<file path="src/rtl/apb_evt_pkg.sv">
// Shared types and constants for the APB event arbiter.
package apb_evt_pkg;

   // Bus-side protocol state of the single APB write master.
   typedef enum logic [1:0] {
      IDLE   = 2'd0,
      SETUP  = 2'd1,
      ACCESS = 2'd2
   } state_t;

   // The block only ever issues writes.
   localparam logic APB_WRITE = 1'b1;

endpackage

</file>
<file path="src/rtl/rr_arbiter.sv">
// Combinational round-robin arbiter: the first requester after last_grant wins.
module rr_arbiter #(
   parameter  int N     = 4,
   localparam int IDX_W = (N > 1) ? $clog2(N) : 1
) (
   input  logic [N-1:0]     req,
   input  logic [IDX_W-1:0] last_grant,
   output logic             gnt_valid,
   output logic [IDX_W-1:0] gnt_idx
);

   logic [IDX_W-1:0] cand;

   // Walk indices last_grant+1 .. last_grant+N (mod N); the first set request wins.
   always_comb begin
      gnt_valid = 1'b0;
      gnt_idx   = '0;
      cand      = '0;
      for (int i = 1; i <= N; i++) begin
         cand = IDX_W'((int'(last_grant) + i) % N);
         if (!gnt_valid && req[cand]) begin
            gnt_valid = 1'b1;
            gnt_idx   = cand;
         end
      end
   end

endmodule

</file>
<file path="src/rtl/apb_event_arbiter.sv">
// Per-source saturating event counters drained by round-robin APB writes.
module apb_event_arbiter
   import apb_evt_pkg::*;
#(
   parameter int          NUM_SRC     = 4,
   parameter int          CNT_W       = 16,
   parameter logic [31:0] BASE_ADDR   = 32'h4000_0000,
   parameter logic [31:0] ADDR_STRIDE = 32'h0000_0100
) (
   input  logic               clk,
   input  logic               reset,
   input  logic [NUM_SRC-1:0] event_i,
   output logic               apb_psel_o,
   output logic               apb_penable_o,
   output logic [31:0]        apb_paddr_o,
   output logic               apb_pwrite_o,
   output logic [31:0]        apb_pwdata_o,
   input  logic               apb_pready_i,
   output logic [NUM_SRC-1:0] overflow_o,
   output logic               busy_o
);

   localparam int              IDX_W   = (NUM_SRC > 1) ? $clog2(NUM_SRC) : 1;
   localparam logic [CNT_W-1:0] CNT_MAX = '1;

   state_t             state;
   state_t             state_next;
   logic               grant;
   logic               gnt_valid;
   logic [IDX_W-1:0]   gnt_idx;
   logic [IDX_W-1:0]   last_grant;
   logic [NUM_SRC-1:0] pend;
   logic [CNT_W-1:0]   cnt [NUM_SRC];
   logic [31:0]        paddr;
   logic [31:0]        pwdata;

   genvar gi;
   generate
      for (gi = 0; gi < NUM_SRC; gi++) begin : g_src
         logic [CNT_W-1:0] count;
         logic             ovf;
         logic             snap;
         logic             sat;

         assign snap      = grant && (gnt_idx == IDX_W'(gi));
         assign sat       = (count == CNT_MAX);
         assign cnt[gi]   = count;
         assign pend[gi]  = (count != '0);
         assign overflow_o[gi] = ovf;

         // Count events; a snapshot restarts the count with this cycle's event so
         // nothing is lost. Saturated events set the sticky overflow flag, which a
         // snapshot clears (on the snapshot edge the event lands in the new count).
         always_ff @(posedge clk) begin
            if (!reset) begin
               count <= '0;
               ovf   <= 1'b0;
            end else begin
               if (snap) begin
                  count <= CNT_W'(event_i[gi]);
               end else if (event_i[gi] && !sat) begin
                  count <= count + 1'b1;
               end
               if (event_i[gi] && sat && !snap) begin
                  ovf <= 1'b1;
               end else if (snap) begin
                  ovf <= 1'b0;
               end
            end
         end
      end
   endgenerate

   rr_arbiter #(
      .N (NUM_SRC)
   ) u_rr (
      .req        (pend),
      .last_grant (last_grant),
      .gnt_valid  (gnt_valid),
      .gnt_idx    (gnt_idx)
   );

   // FSM state register.
   always_ff @(posedge clk) begin
      if (!reset) begin
         state <= IDLE;
      end else begin
         state <= state_next;
      end
   end

   // Next state, grant strobe and APB control outputs.
   always_comb begin
      state_next    = state;
      grant         = 1'b0;
      apb_psel_o    = 1'b0;
      apb_penable_o = 1'b0;
      apb_pwrite_o  = 1'b0;
      busy_o        = 1'b0;
      case (state)
         IDLE: begin
            if (gnt_valid) begin
               grant      = 1'b1;
               state_next = SETUP;
            end
         end
         SETUP: begin
            apb_psel_o   = 1'b1;
            apb_pwrite_o = APB_WRITE;
            busy_o       = 1'b1;
            state_next   = ACCESS;
         end
         ACCESS: begin
            apb_psel_o    = 1'b1;
            apb_penable_o = 1'b1;
            apb_pwrite_o  = APB_WRITE;
            busy_o        = 1'b1;
            if (apb_pready_i) begin
               if (gnt_valid) begin
                  grant      = 1'b1;
                  state_next = SETUP;
               end else begin
                  state_next = IDLE;
               end
            end
         end
         default: state_next = IDLE;
      endcase
   end

   // Snapshot address/data on the grant edge; held until the next grant.
   always_ff @(posedge clk) begin
      if (!reset) begin
         paddr      <= '0;
         pwdata     <= '0;
         last_grant <= IDX_W'(NUM_SRC - 1);
      end else if (grant) begin
         paddr      <= BASE_ADDR + (32'(gnt_idx) * ADDR_STRIDE);
         pwdata     <= 32'(cnt[gnt_idx]);
         last_grant <= gnt_idx;
      end
   end

   assign apb_paddr_o  = paddr;
   assign apb_pwdata_o = pwdata;

endmodule

</file>
<file path="config.mk">
export PLATFORM = sky130hd
export DESIGN_NAME = apb_event_arbiter
export DESIGN_NICKNAME = d
export VERILOG_FILES = /design/src/rtl/apb_evt_pkg.sv /design/src/rtl/rr_arbiter.sv /design/src/rtl/apb_event_arbiter.sv
export SDC_FILE = /design/constraint.sdc
export NUM_CORES = 1
export LEC_CHECK = 0
export CELL_PAD_IN_SITES_DETAIL_PLACEMENT = 1
export CELL_PAD_IN_SITES_GLOBAL_PLACEMENT = 1
export CORE_MARGIN = 1.5
export CORE_UTILIZATION = 35
export CTS_BUF_LIST = sky130_fd_sc_hd__clkbuf_4 sky130_fd_sc_hd__clkbuf_8
export DETAILED_ROUTE_END_ITERATION = 12
export MAX_ROUTING_LAYER = met4
export PLACE_DENSITY = 0.79
export SLEW_MARGIN = 20
export SYNTH_ARGS = -nofsm -noshare
export SYNTH_HDL_FRONTEND = slang
export SYNTH_SLANG_ARGS = --single-unit
export TNS_END_PERCENT = 1
</file>
<file path="constraint.sdc">
create_clock -name clk -period 2.8 [get_ports clk]
set_clock_uncertainty 0.15 [all_clocks]
set_input_delay 0.28 -clock clk [delete_from_list [all_inputs] [get_ports clk]]
set_output_delay 0.28 -clock clk [all_outputs]
set_load 0.02 [all_outputs]
</file>
==> impl_metrics.csv, run 1 <==
group,metric,value,unit
outcome,status,"finished, violations left",
outcome,violations,"setup timing",
final_layout,drive_gt1_share,17.0,%
synth,ys_types,59,
route,dr.pass1.iters,4,
setup_path,cp.arrival,2960,ps
grt,grt_overflow,0,
grt,grt_pass1_vias,4743,
pwr,power,6520,uW
synth,ys_ff_latch,91,
synth,ys_warn_count,0,
synth,synthCells,606,
timing,hold_ws,325,ps
clocking,clk_latency,380,ps
pwr,p_leak,0.00248,uW
final_layout,multi_input_area,0.00296,mm2
timing,worstMarginPinSlew,891,ps
synth,avgSynthCellArea,8.45,um2
pwr,power_density,1030,mW/mm2
setup_path,crit_family,"simple AND/OR/NAND/NOR gates",
timing,finalHoldViolCount,0,
setup_path,cp_slowest_cell,"nor4_1",
setup_path,cp.required,2900,ps
route,via_per_inst,5.27,
hold_path,hp-class,"reg -> reg",
route,drtIter0Drc,186,
timing,max_clock_freq,350,MHz
route,wl_per_cell,18.1,um
setup_path,crit_path_max_incr_delay,490,ps
placed_design,dp_worst_setup_slack,-156,ps
placed_design,dpl_cell_area,0.00593,mm2
timing,finalSetupViolCount,1,
floorplanning,start_util,35.5,%
route,postRouteAntennaNets,0,
grt,grt_max_degree,23,
final_layout,n_antenna_cell,0,
floorplanning,die_w,124,um
timing,maxSlewViolCount,0,
final_layout,fillers,1757,
route,drcViolationCount,0,
synth,yosysSeqAreaShare,35.6,%
timing,fin_crit,2860,ps
final_layout,final_common_cell,"nor2_1",
clocking,cts_tree,"built",
floorplanning,design.die.area,0.0154,mm2
synth,syn_area,0.00512,mm2
floorplanning,fp.coreArea,0.0144,mm2
final_layout,regArea,0.00182,mm2
final_layout,final_nets,714,
pwr,vdd.ir_drop.worst,557,uV
grt,gr-usage-all-layers,21.9,%
setup_path,path_max_fanout,5,
floorplanning,rows,44,
timing,slew_headroom,40.5,%
grt,grt_pass1_wl,25000,um
flow_run,cap_violations,0,
final_layout,syn_to_final_growth,23.3,%
clocking,htree_levels,3,
timing,setup_tns,-58.7,ps
clocking,clockRootBuffer,"clkbuf_8",
setup_path,endpoint_kind,"flip-flop",
floorplanning,dieHeight,124,um
final_layout,mostFrequentLayoutCells,"nor2_1 (101), dfxtp_1 (91), buf_4 (77)",
grt,antenna_found_initial,0,
timing,setup_slack,-58.7,ps
setup_path,path_class,"reg -> reg",
synth,synthArstFlopShare,0,%
floorplanning,io_pins,79,
route,vias,4655,
clocking,cts_made_buffers,9,
timing,grt_setup_unrepaired,"true",
clocking,cts_hold_buf,0,
synth,synth_edf_count,0,
final_layout,final_area,0.00631,mm2
clocking,clockBufferDepth,2,
placed_design,post-dp-hpwl,11800,um
placed_design,place_congestion,0.887,
clocking,clkTransAtPathRegs,90,ps
setup_path,path_common_cell,"buf_4",
setup_path,worstPathCellList,"nor4_1 -> nand4_1 -> buf_4 -> o41a_1 -> nand3b_1 -> buf_4 -> a211oi_1 -> buf_4 -> a2111oi_1",
setup_path,cp-start-kind,"flip-flop",
placed_design,io_buffer_count,33,
setup_path,crit_buf_inv,3,
synth,dominantRegCellSynth,"dfxtp_1",
timing,fin_crit_sh,102,%
clocking,cts_num_sinks,91,
route,drt_wl_total,16000,um
-- per-layer routing --
layer | part of all wire, % | routed length, um | global-route usage, % | up-vias
met5 | 0 | 0 | - | -
met4 | 2.7 | 436 | 8.59 | 0
met3 | 3.6 | 577 | 3.34 | 35
met2 | 49 | 7830 | 35.3 | 113
met1 | 45 | 7110 | 27.7 | 2292
li1 | - | - | - | 2215
-- worst paths after layout --
kind / start / end / slack [ps] / cells past startpoint
min: g_src[2].ovf$_SDFFE_PN0P_ / g_src[2].ovf$_SDFFE_PN0P_ / 330 / 2
max reg2reg: g_src[2].count[2]$_SDFFE_PP0P_ / apb_pwdata_o[11]$_SDFFE_PN0P_ / -60 / 9
max: g_src[2].count[2]$_SDFFE_PP0P_ / apb_pwdata_o[11]$_SDFFE_PN0P_ / -60 / 9
min reg2reg: g_src[2].ovf$_SDFFE_PN0P_ / g_src[2].ovf$_SDFFE_PN0P_ / 330 / 2
-- cell usage after synthesis, drive strengths merged (2+ instances only) --
cell / instances / area, um2
and3: 6 / 37.5
mux2i: 16 / 160
a21oi: 10 / 50.1
o22ai: 2 / 12.5
and4: 11 / 96.3
buf: 68 / 483
nor4b: 4 / 35.0
o211ai: 2 / 15.0
o311a: 2 / 20.0
nand2: 29 / 111
xor2: 33 / 289
o32ai: 2 / 17.5
o221a: 2 / 22.5
nor3: 14 / 70.1
xnor2: 23 / 201
clkbuf: 11 / 41.3
o21ai: 13 / 68.8
nand2b: 2 / 12.5
inv: 21 / 78.8
a31oi: 2 / 12.5
nor2: 103 / 394
nand4: 21 / 131
nor4: 12 / 81.3
o311ai: 2 / 17.5
or3: 4 / 25.0
o21a: 14 / 105
nand3: 20 / 100
dfxtp: 91 / 1820
and2: 4 / 25.0
or2: 2 / 15.0
o31a: 2 / 17.5
a211oi: 15 / 118
a2111oi: 15 / 148
ha: 12 / 150
nor2b: 2 / 12.5
-- where the power goes --
group | internal [uW] | switching (uW)
registers | 1470 | 124
clock network | 702 | 478
logic | 1570 | 2180
-- final cells by class --
type	count	area share [%]
Multi-Input combinational cell	459	46.9
Sequential cell	91	28.9
Inverter	21	1.25
Tap cell	184	3.65
Clock buffer	11	2.20
Timing Repair Buffer	113	15.2
Clock inverter	5	1.98
-- stage by stage --
stage / utilization [%] / std cells
after global routing: 43.8 / 884
after global placement: 41.1 / 865
after floorplan: - / 650
after CTS: 43.1 / 881
final: 43.8 / 884
after detailed placement: 41.1 / 865
-- worst reg2reg max path: cells and delay by family (launching register included) --
family	cells	cell delay [ps]
AND/OR/NAND/NOR	3	910
AO/OA/AOI/OAI	3	800
buffers and inverters	3	550
flip-flops	1	320
-- kinds of logic after synthesis --
kind of cell	Yosys count	share of synthesized area, %
DFF	91	35.6
AOI/OAI and AO/OA	91	13.6
buffers and inverters	100	11.8
and+or+nand+nor	238	23.1
xor gates and xnor gates	56	9.58
adders and majority gates	12	2.93
other	1	0.0732
muxes	17	3.35
-- timing repair --
item / 4_1_cts / 5_1_grt
setup buffers: 0 / 3
pin swaps: 2 / 5
cloned: 0 / 0
setup endpoints to repair: 47 / 83
resized for setup: 8 / 14
-- flip-flops by register name (all words and copies together), names as in the netlist --
name          cells
state             2
last_grant        2
apb_paddr_o       3
g_src.count      64
g_src.ovf         4
apb_pwdata_o     16
Note: power is estimated with default switching activity, not from simulation.
==> run 2: changes to the inputs <==
SYNTH_HIERARCHICAL = 1   (was not set)
==> run 2 against run 1 <==
The flow now finishes without violations. Worst setup slack gained 100 ps. Clock power shrank 23%. Core utilization grew 0.67 points. Via count grew 18%. Power shrank 29%. Register-to-register slack gained 100 ps. Worst hold slack lost 9.6 ps. Clock-buffer cell count shrank 2. Die area grew 7.6%.
==> impl_metrics.csv, run 2 <==
group,metric,value,unit
outcome,status,"finished, final reports clean",
pwr,vdd.ir_drop.worst,292,uV
grt,met1_usage,28.6,%
final_layout,mostFrequentLayoutCells,"dfxtp_1 (91), buf_4 (86), nand2_1 (69)",
synth,synthTopCellsByCount,"dfxtp_1 (91), nand2_1 (69), a21oi_1 (68)",
placed_design,post-dp-hpwl,14100,um
timing,maxSlewViolCount,0,
clocking,clk_latency,400,ps
placed_design,io_buffer_count,33,
timing,fin_crit,2760,ps
floorplanning,fp.coreArea,0.0153,mm2
setup_path,worst-r2r-setup-slack,40,ps
clocking,cts_num_sinks,91,
setup_path,endpoint_kind,"flip-flop",
synth,yosysSeqAreaShare,33.0,%
hold_path,min_to,"apb_pwdata_o[2]$_SDFFE_PN0P_",
synth,synth_edf_count,0,
setup_path,path_class,"reg -> reg",
final_layout,final_common_cell,"dfxtp_1",
route,postRouteAntennaNets,0,
floorplanning,start_util,36.1,%
grt,grt_pass1_vias,5458,
final_layout,n_antenna_cell,0,
floorplanning,rows,45,
timing,fin_crit_sh,98.5,%
hold_path,hp-class,"reg -> reg",
synth,synthCells,652,
synth,synthArstFlopShare,0,%
floorplanning,die_w,129,um
synth,syn_area,0.00552,mm2
grt,gr-usage-all-layers,23.4,%
floorplanning,io_pins,79,
grt,global_route.usage.met3,4.57,%
setup_path,r2r-start,"g_src[1].count[0]$_SDFFE_PN0P_",
final_layout,largest_register_ffs,64,
clocking,clockBufferDepth,2,
grt,grt_max_degree,22,
pwr,p_leak,0.00254,uW
route,drcViolationCount,0,
clocking,htree_levels,3,
pwr,power_density,684,mW/mm2
setup_path,r2r-end,"apb_pwdata_o[1]$_SDFFE_PN0P_",
synth,dominantRegCellSynth,"dfxtp_1",
clocking,clkTransAtPathRegs,100,ps
floorplanning,design.die.area,0.0165,mm2
grt,use_met2,38.9,%
setup_path,cp.arrival,2900,ps
synth,ys_top_cells_by_area,"dfxtp_1 (33%), buf_4 (7.1%), a21oi_1 (6.2%)",
route,drtIter0Drc,357,
setup_path,path_max_fanout,12,
route,drt_wl_total,18300,um
route,dr.pass1.iters,4,
timing,hold_ws,315,ps
final_layout,syn_to_final_growth,23.2,%
timing,finalSetupViolCount,0,
setup_path,cp.required,2940,ps
timing,worstMarginPinSlew,727,ps
synth,ys_types,63,
final_layout,drive_gt1_share,20.6,%
grt,top_usage_layer,"met2",
timing,finalHoldViolCount,0,
clocking,cts_made_buffers,9,
grt,grt_pass1_wl,29100,um
route,vias,5470,
grt,antenna_found_initial,0,
timing,max_clock_freq,363,MHz
synth,ys_warn_count,6,
timing,grt_setup_unrepaired,"true",
synth,ys_ff_latch,91,
synth,avgSynthCellArea,8.47,um2
floorplanning,dieHeight,129,um
synth,yosysTopAreaCell,"dfxtp_1",
final_layout,final_nets,772,
synth,synth_most_common_cell,"dfxtp_1",
timing,slew_headroom,51.2,%
final_layout,largest_register,"g_src.count",
hold_path,min_delay_path_depth,2,
grt,grt_overflow,0,
setup_path,cp-start-kind,"flip-flop",
clocking,cts_tree,"built",
setup_path,worst_r2r_path_depth,12,
placed_design,place_congestion,0.945,
final_layout,final_cells,969,
route,wl_per_cell,18.9,um
placed_design,placed_cells,944,
hold_path,hp-start,"apb_pwdata_o[2]$_SDFFE_PN0P_",
clocking,clockRootBuffer,"clkbuf_8",
route,via_per_inst,5.64,
synth,netlist.area_leader.share,33.0,%
flow_run,cap_violations,0,
clocking,cts_hold_buf,0,
run 2: changes by cell type after synthesis, moves of 13 or more:
cell and change:
or3_1 +14, or4_1 +18, o31ai_1 +16, xor2_1 -32
o21a_1 -13, o21ai_0 +16, xnor2_1 -19, mux4_2 +15
nor2_1 -75, a21oi_1 +58, a2111oi_1 -13, nand2_1 +41
run 2: cells by family (layout without fill, tap and decap cells):
group	after synthesis	after routing	synth area share, %
AOI/OAI and AO/OA	147	147	17.0
xor gates and xnor gates	5	5	0.793
adders and majority gates	12	12	2.72
buffers and inverters	101	163	10.7
DFF	91	91	33.0
muxes	24	24	8.04
other	1	45	0.0679
and+or+nand+nor	271	271	27.6
run 2: stage by stage:
| step | TNS [ps] | util (%) | power, uW | area, um2 | setup slack [ps] |
|---|---|---|---|---|---|
| 4_1_cts | 0 | 43.7 | 4480 | 6690 | 8.04 |
| 5_1_grt | -1480 | 44.4 | 4920 | 6800 | -99.5 |
| 2_1_floorplan | 0 | - | 2780 | 5690 | 197 |
| 3_5_place_dp | -1400 | 42.1 | 3520 | 6450 | -128 |
| 3_3_place_gp | -286 | 42.1 | 3440 | 6450 | -69.8 |
| 6_report | 0 | 44.4 | 4660 | 6800 | 42.8 |
run 2: critical path, stage by stage, from the launching register on:
cell	delay, ps
dfxtp_1	330
inv_1	80
ha_1	150
nor4b_2	180
nand4_1	270
a21oi_2	220
a31oi_1	80
a21oi_2	170
buf_6	160
buf_12	160
mux4_2	510
nand2_1	120
a21oi_1	80
run 2: cell type report:
class / instances / area, um2
fill: 1889 / 8510
multi-input combinational: 504 / 3360
sequential: 91 / 1820
timing repair buffer: 125 / 1080
tap: 211 / 264
clock buffer: 9 / 124
inverter: 22 / 82.6
clock inverter: 7 / 70.1
run 2: metal layers:
layer / vias up / wire, um
met2: 143 / 9020
met1: 2739 / 7720
met4: 0 / 391
li1: 2560 / -
met3: 28 / 1190
met5: - / 0
run 2: worst max path at each step:
stage	from	end	depth (start not counted)
global placement	g_src[2].count[0]$_SDFFE_PN0P_	apb_pwdata_o[0]$_SDFFE_PN0P_	11
floorplan	g_src[1].count[0]$_SDFFE_PN0P_	g_src[2].count[12]$_SDFFE_PP0P_	12
finish	g_src[1].count[0]$_SDFFE_PN0P_	apb_pwdata_o[1]$_SDFFE_PN0P_	12
detailed placement	g_src[0].count[1]$_SDFFE_PP0P_	apb_pwdata_o[1]$_SDFFE_PN0P_	12
CTS	g_src[1].count[0]$_SDFFE_PN0P_	apb_pwdata_o[1]$_SDFFE_PN0P_	12
global route	g_src[3].count[0]$_SDFFE_PN0P_	g_src[0].count[0]$_SDFFE_PN0P_	12
run 2: report_power, final:
| group | switching [uW] | leakage [uW] | internal [uW] | total (uW) |
|---|---|---|---|---|
| combinational | 1280 | 0.00171 | 1020 | 2300 |
| sequential | 70.2 | 0.000736 | 1380 | 1450 |
| clock | 561 | 0.0000955 | 347 | 908 |
run 2: timing repair:
| action | CTS | global route |
|---|---|---|
| resized for setup | 3 | 12 |
| setup buffers | 3 | 6 |
| endpoints found under the setup margin | 20 | 70 |
| pin swaps | 3 | 2 |
| cloned | 0 | 0 |
==> run 3: changes to the inputs <==
ABC_AREA = 0   (was not set)
SKIP_LAST_GASP = 1   (was not set)
==> run 3 against run 2 <==
Worst hold slack about the same. Flip-flop and latch count unchanged. Final cell count is the same. Fmax increased by 0.14%. Core utilization about the same. Global-route usage shrank 0.055 points. Sequential share of layout area barely moved. Non-clock buffer count unchanged. Clock power barely moved. Largest cell class unchanged. Highest routed layer unchanged.
==> impl_metrics.csv, run 3 (synthesis results as in run 2) <==
group,metric,value,unit
outcome,status,"finished, final reports clean",
setup_path,endpoint_kind,"flip-flop",
floorplanning,start_util,36.1,%
final_layout,final_nets,772,
timing,maxSlewViolCount,0,
clocking,cts_num_sinks,91,
route,vias,5571,
grt,grt_pass1_vias,5459,
route,drcViolationCount,0,
clocking,clockBufferDepth,2,
final_layout,final_common_cell,"dfxtp_1",
grt,grt_max_degree,22,
route,wl_per_cell,19.1,um
grt,antenna_found_initial,0,
pwr,power_density,685,mW/mm2
route,drtIter0Drc,318,
clocking,cts_tree,"built",
clocking,clkTransAtPathRegs,100,ps
pwr,vdd.ir_drop.worst,293,uV
timing,hold_ws,316,ps
floorplanning,die_w,129,um
floorplanning,rows,45,
pwr,clockPowerShare,19.5,%
timing,grt_setup_unrepaired,"true",
timing,fin_crit_sh,98.3,%
route,dr.pass1.iters,5,
clocking,cts_hold_buf,0,
final_layout,syn_to_final_growth,23.2,%
floorplanning,fp.coreArea,0.0153,mm2
flow_run,cap_violations,0,
pwr,p_sw,1920,uW
floorplanning,dieHeight,129,um
final_layout,largest_register_ffs,64,
final_layout,drive_gt1_share,20.7,%
grt,gr-usage-all-layers,23.4,%
setup_path,path_class,"reg -> reg",
hold_path,hp-class,"reg -> reg",
route,via_per_inst,5.75,
final_layout,n_antenna_cell,0,
final_layout,largest_register,"g_src.count",
placed_design,post-dp-hpwl,14100,um
pwr,comb_power_share,49.5,%
timing,finalSetupViolCount,0,
pwr,swShare,41.2,%
clocking,cts_made_buffers,9,
pwr,p_seq_share,31.0,%
timing,finalHoldViolCount,0,
clocking,clk_latency,400,ps
pwr,p_leak,0.00254,uW
floorplanning,design.die.area,0.0165,mm2
pwr,internal_power,2740,uW
setup_path,cp-start-kind,"flip-flop",
setup_path,cp.arrival,2890,ps
grt,grt_overflow,0,
placed_design,place_congestion,0.945,
setup_path,startpoint,"g_src[0].count[1]$_SDFFE_PP0P_",
setup_path,path_max_fanout,12,
setup_path,cp.required,2940,ps
timing,slew_headroom,49.8,%
timing,worstMarginPinSlew,751,ps
placed_design,placed_cells,944,
final_layout,mostFrequentLayoutCells,"dfxtp_1 (90), buf_4 (85), nand2_1 (68)",
hold_path,hp-start,"apb_pwdata_o[2]$_SDFFE_PN0P_",
setup_path,r2r-start,"g_src[0].count[1]$_SDFFE_PP0P_",
final_layout,fillers,1884,
placed_design,io_buffer_count,33,
final_layout,final_area,0.00680,mm2
grt,grt_pass1_wl,29000,um
floorplanning,io_pins,79,
final_layout,final_cells,969,
route,postRouteAntennaNets,0,
route,drt_wl_total,18500,um
clocking,htree_levels,3,
timing,max_clock_freq,363,MHz
placed_design,dpl_cell_area,0.00645,mm2
clocking,clockRootBuffer,"clkbuf_8",
timing,fin_crit,2750,ps
-- run 3: final timing paths --
| kind | end | slack, ps | depth (start not counted) |
|---|---|---|---|
| setup / recovery | apb_pwdata_o[1]$_SDFFE_PN0P_ | 50 | 12 |
| hold / removal | apb_pwdata_o[2]$_SDFFE_PN0P_ | 320 | 2 |
| setup reg to reg | apb_pwdata_o[1]$_SDFFE_PN0P_ | 50 | 12 |
| hold reg to reg | apb_pwdata_o[2]$_SDFFE_PN0P_ | 320 | 2 |
-- run 3: worst max-delay path, cell delays in order (launching register included) --
cell     delay [ps]
dfxtp_1         360
inv_1            80
ha_1            140
nor4b_2         200
nand4_1         230
a21oi_1         220
a31oi_1          80
a21oi_2         160
buf_6           160
buf_12          160
mux4_2          510
nand2_1         120
a21oi_1          80
-- run 3: what timing repair did --
item / in CTS / in global routing
setup endpoints to repair: 20 / 67
buffers inserted: 3 / 5
pin swaps: 3 / 3
cloned: 0 / 1
gates resized for setup: 2 / 16
-- run 3: area by class of cell --
class,count,area (um2),area share (%)
timing repair buffer,125,1080,15.8
clock buffer,9,124,1.82
tap,211,264,3.88
sequential,91,1820,26.8
multi-input combinational,504,3360,49.4
clock inverter,7,70.1,1.03
inverter,22,82.6,1.21
-- run 3: power by group through the flow --
stage	Clock, uW	Sequential, uW	Combinational [uW]
2_1_floorplan	0	1510	1270
3_3_place_gp	0	1470	1970
3_5_place_dp	0	1470	2050
4_1_cts	932	1440	2090
5_1_grt	983	1460	2480
6_report	909	1450	2310
-- run 3: through the flow --
step / util (%) / setup WS [ps] / setup TNS, ps / total power [uW]
2_1_floorplan: - / 197 / 0 / 2780
3_3_place_gp: 42.1 / -69.8 / -286 / 3440
3_5_place_dp: 42.1 / -128 / -1400 / 3520
4_1_cts: 43.6 / -1.69 / -1.69 / 4470
5_1_grt: 44.4 / -97.3 / -1410 / 4920
6_report: 44.4 / 46.6 / 0 / 4660
-- run 3: metal layers --
layer / part of all wire (%) / GRT usage [%] / wire length, um / up-vias
li1: - / - / - / 2556
met1: 43 / 28.5 / 7990 / 2811
met2: 49 / 38.8 / 9010 / 171
met3: 5.6 / 4.57 / 1040 / 33
met4: 2.4 / 7.93 / 452 / 0
met5: 0 / - / 0 / -
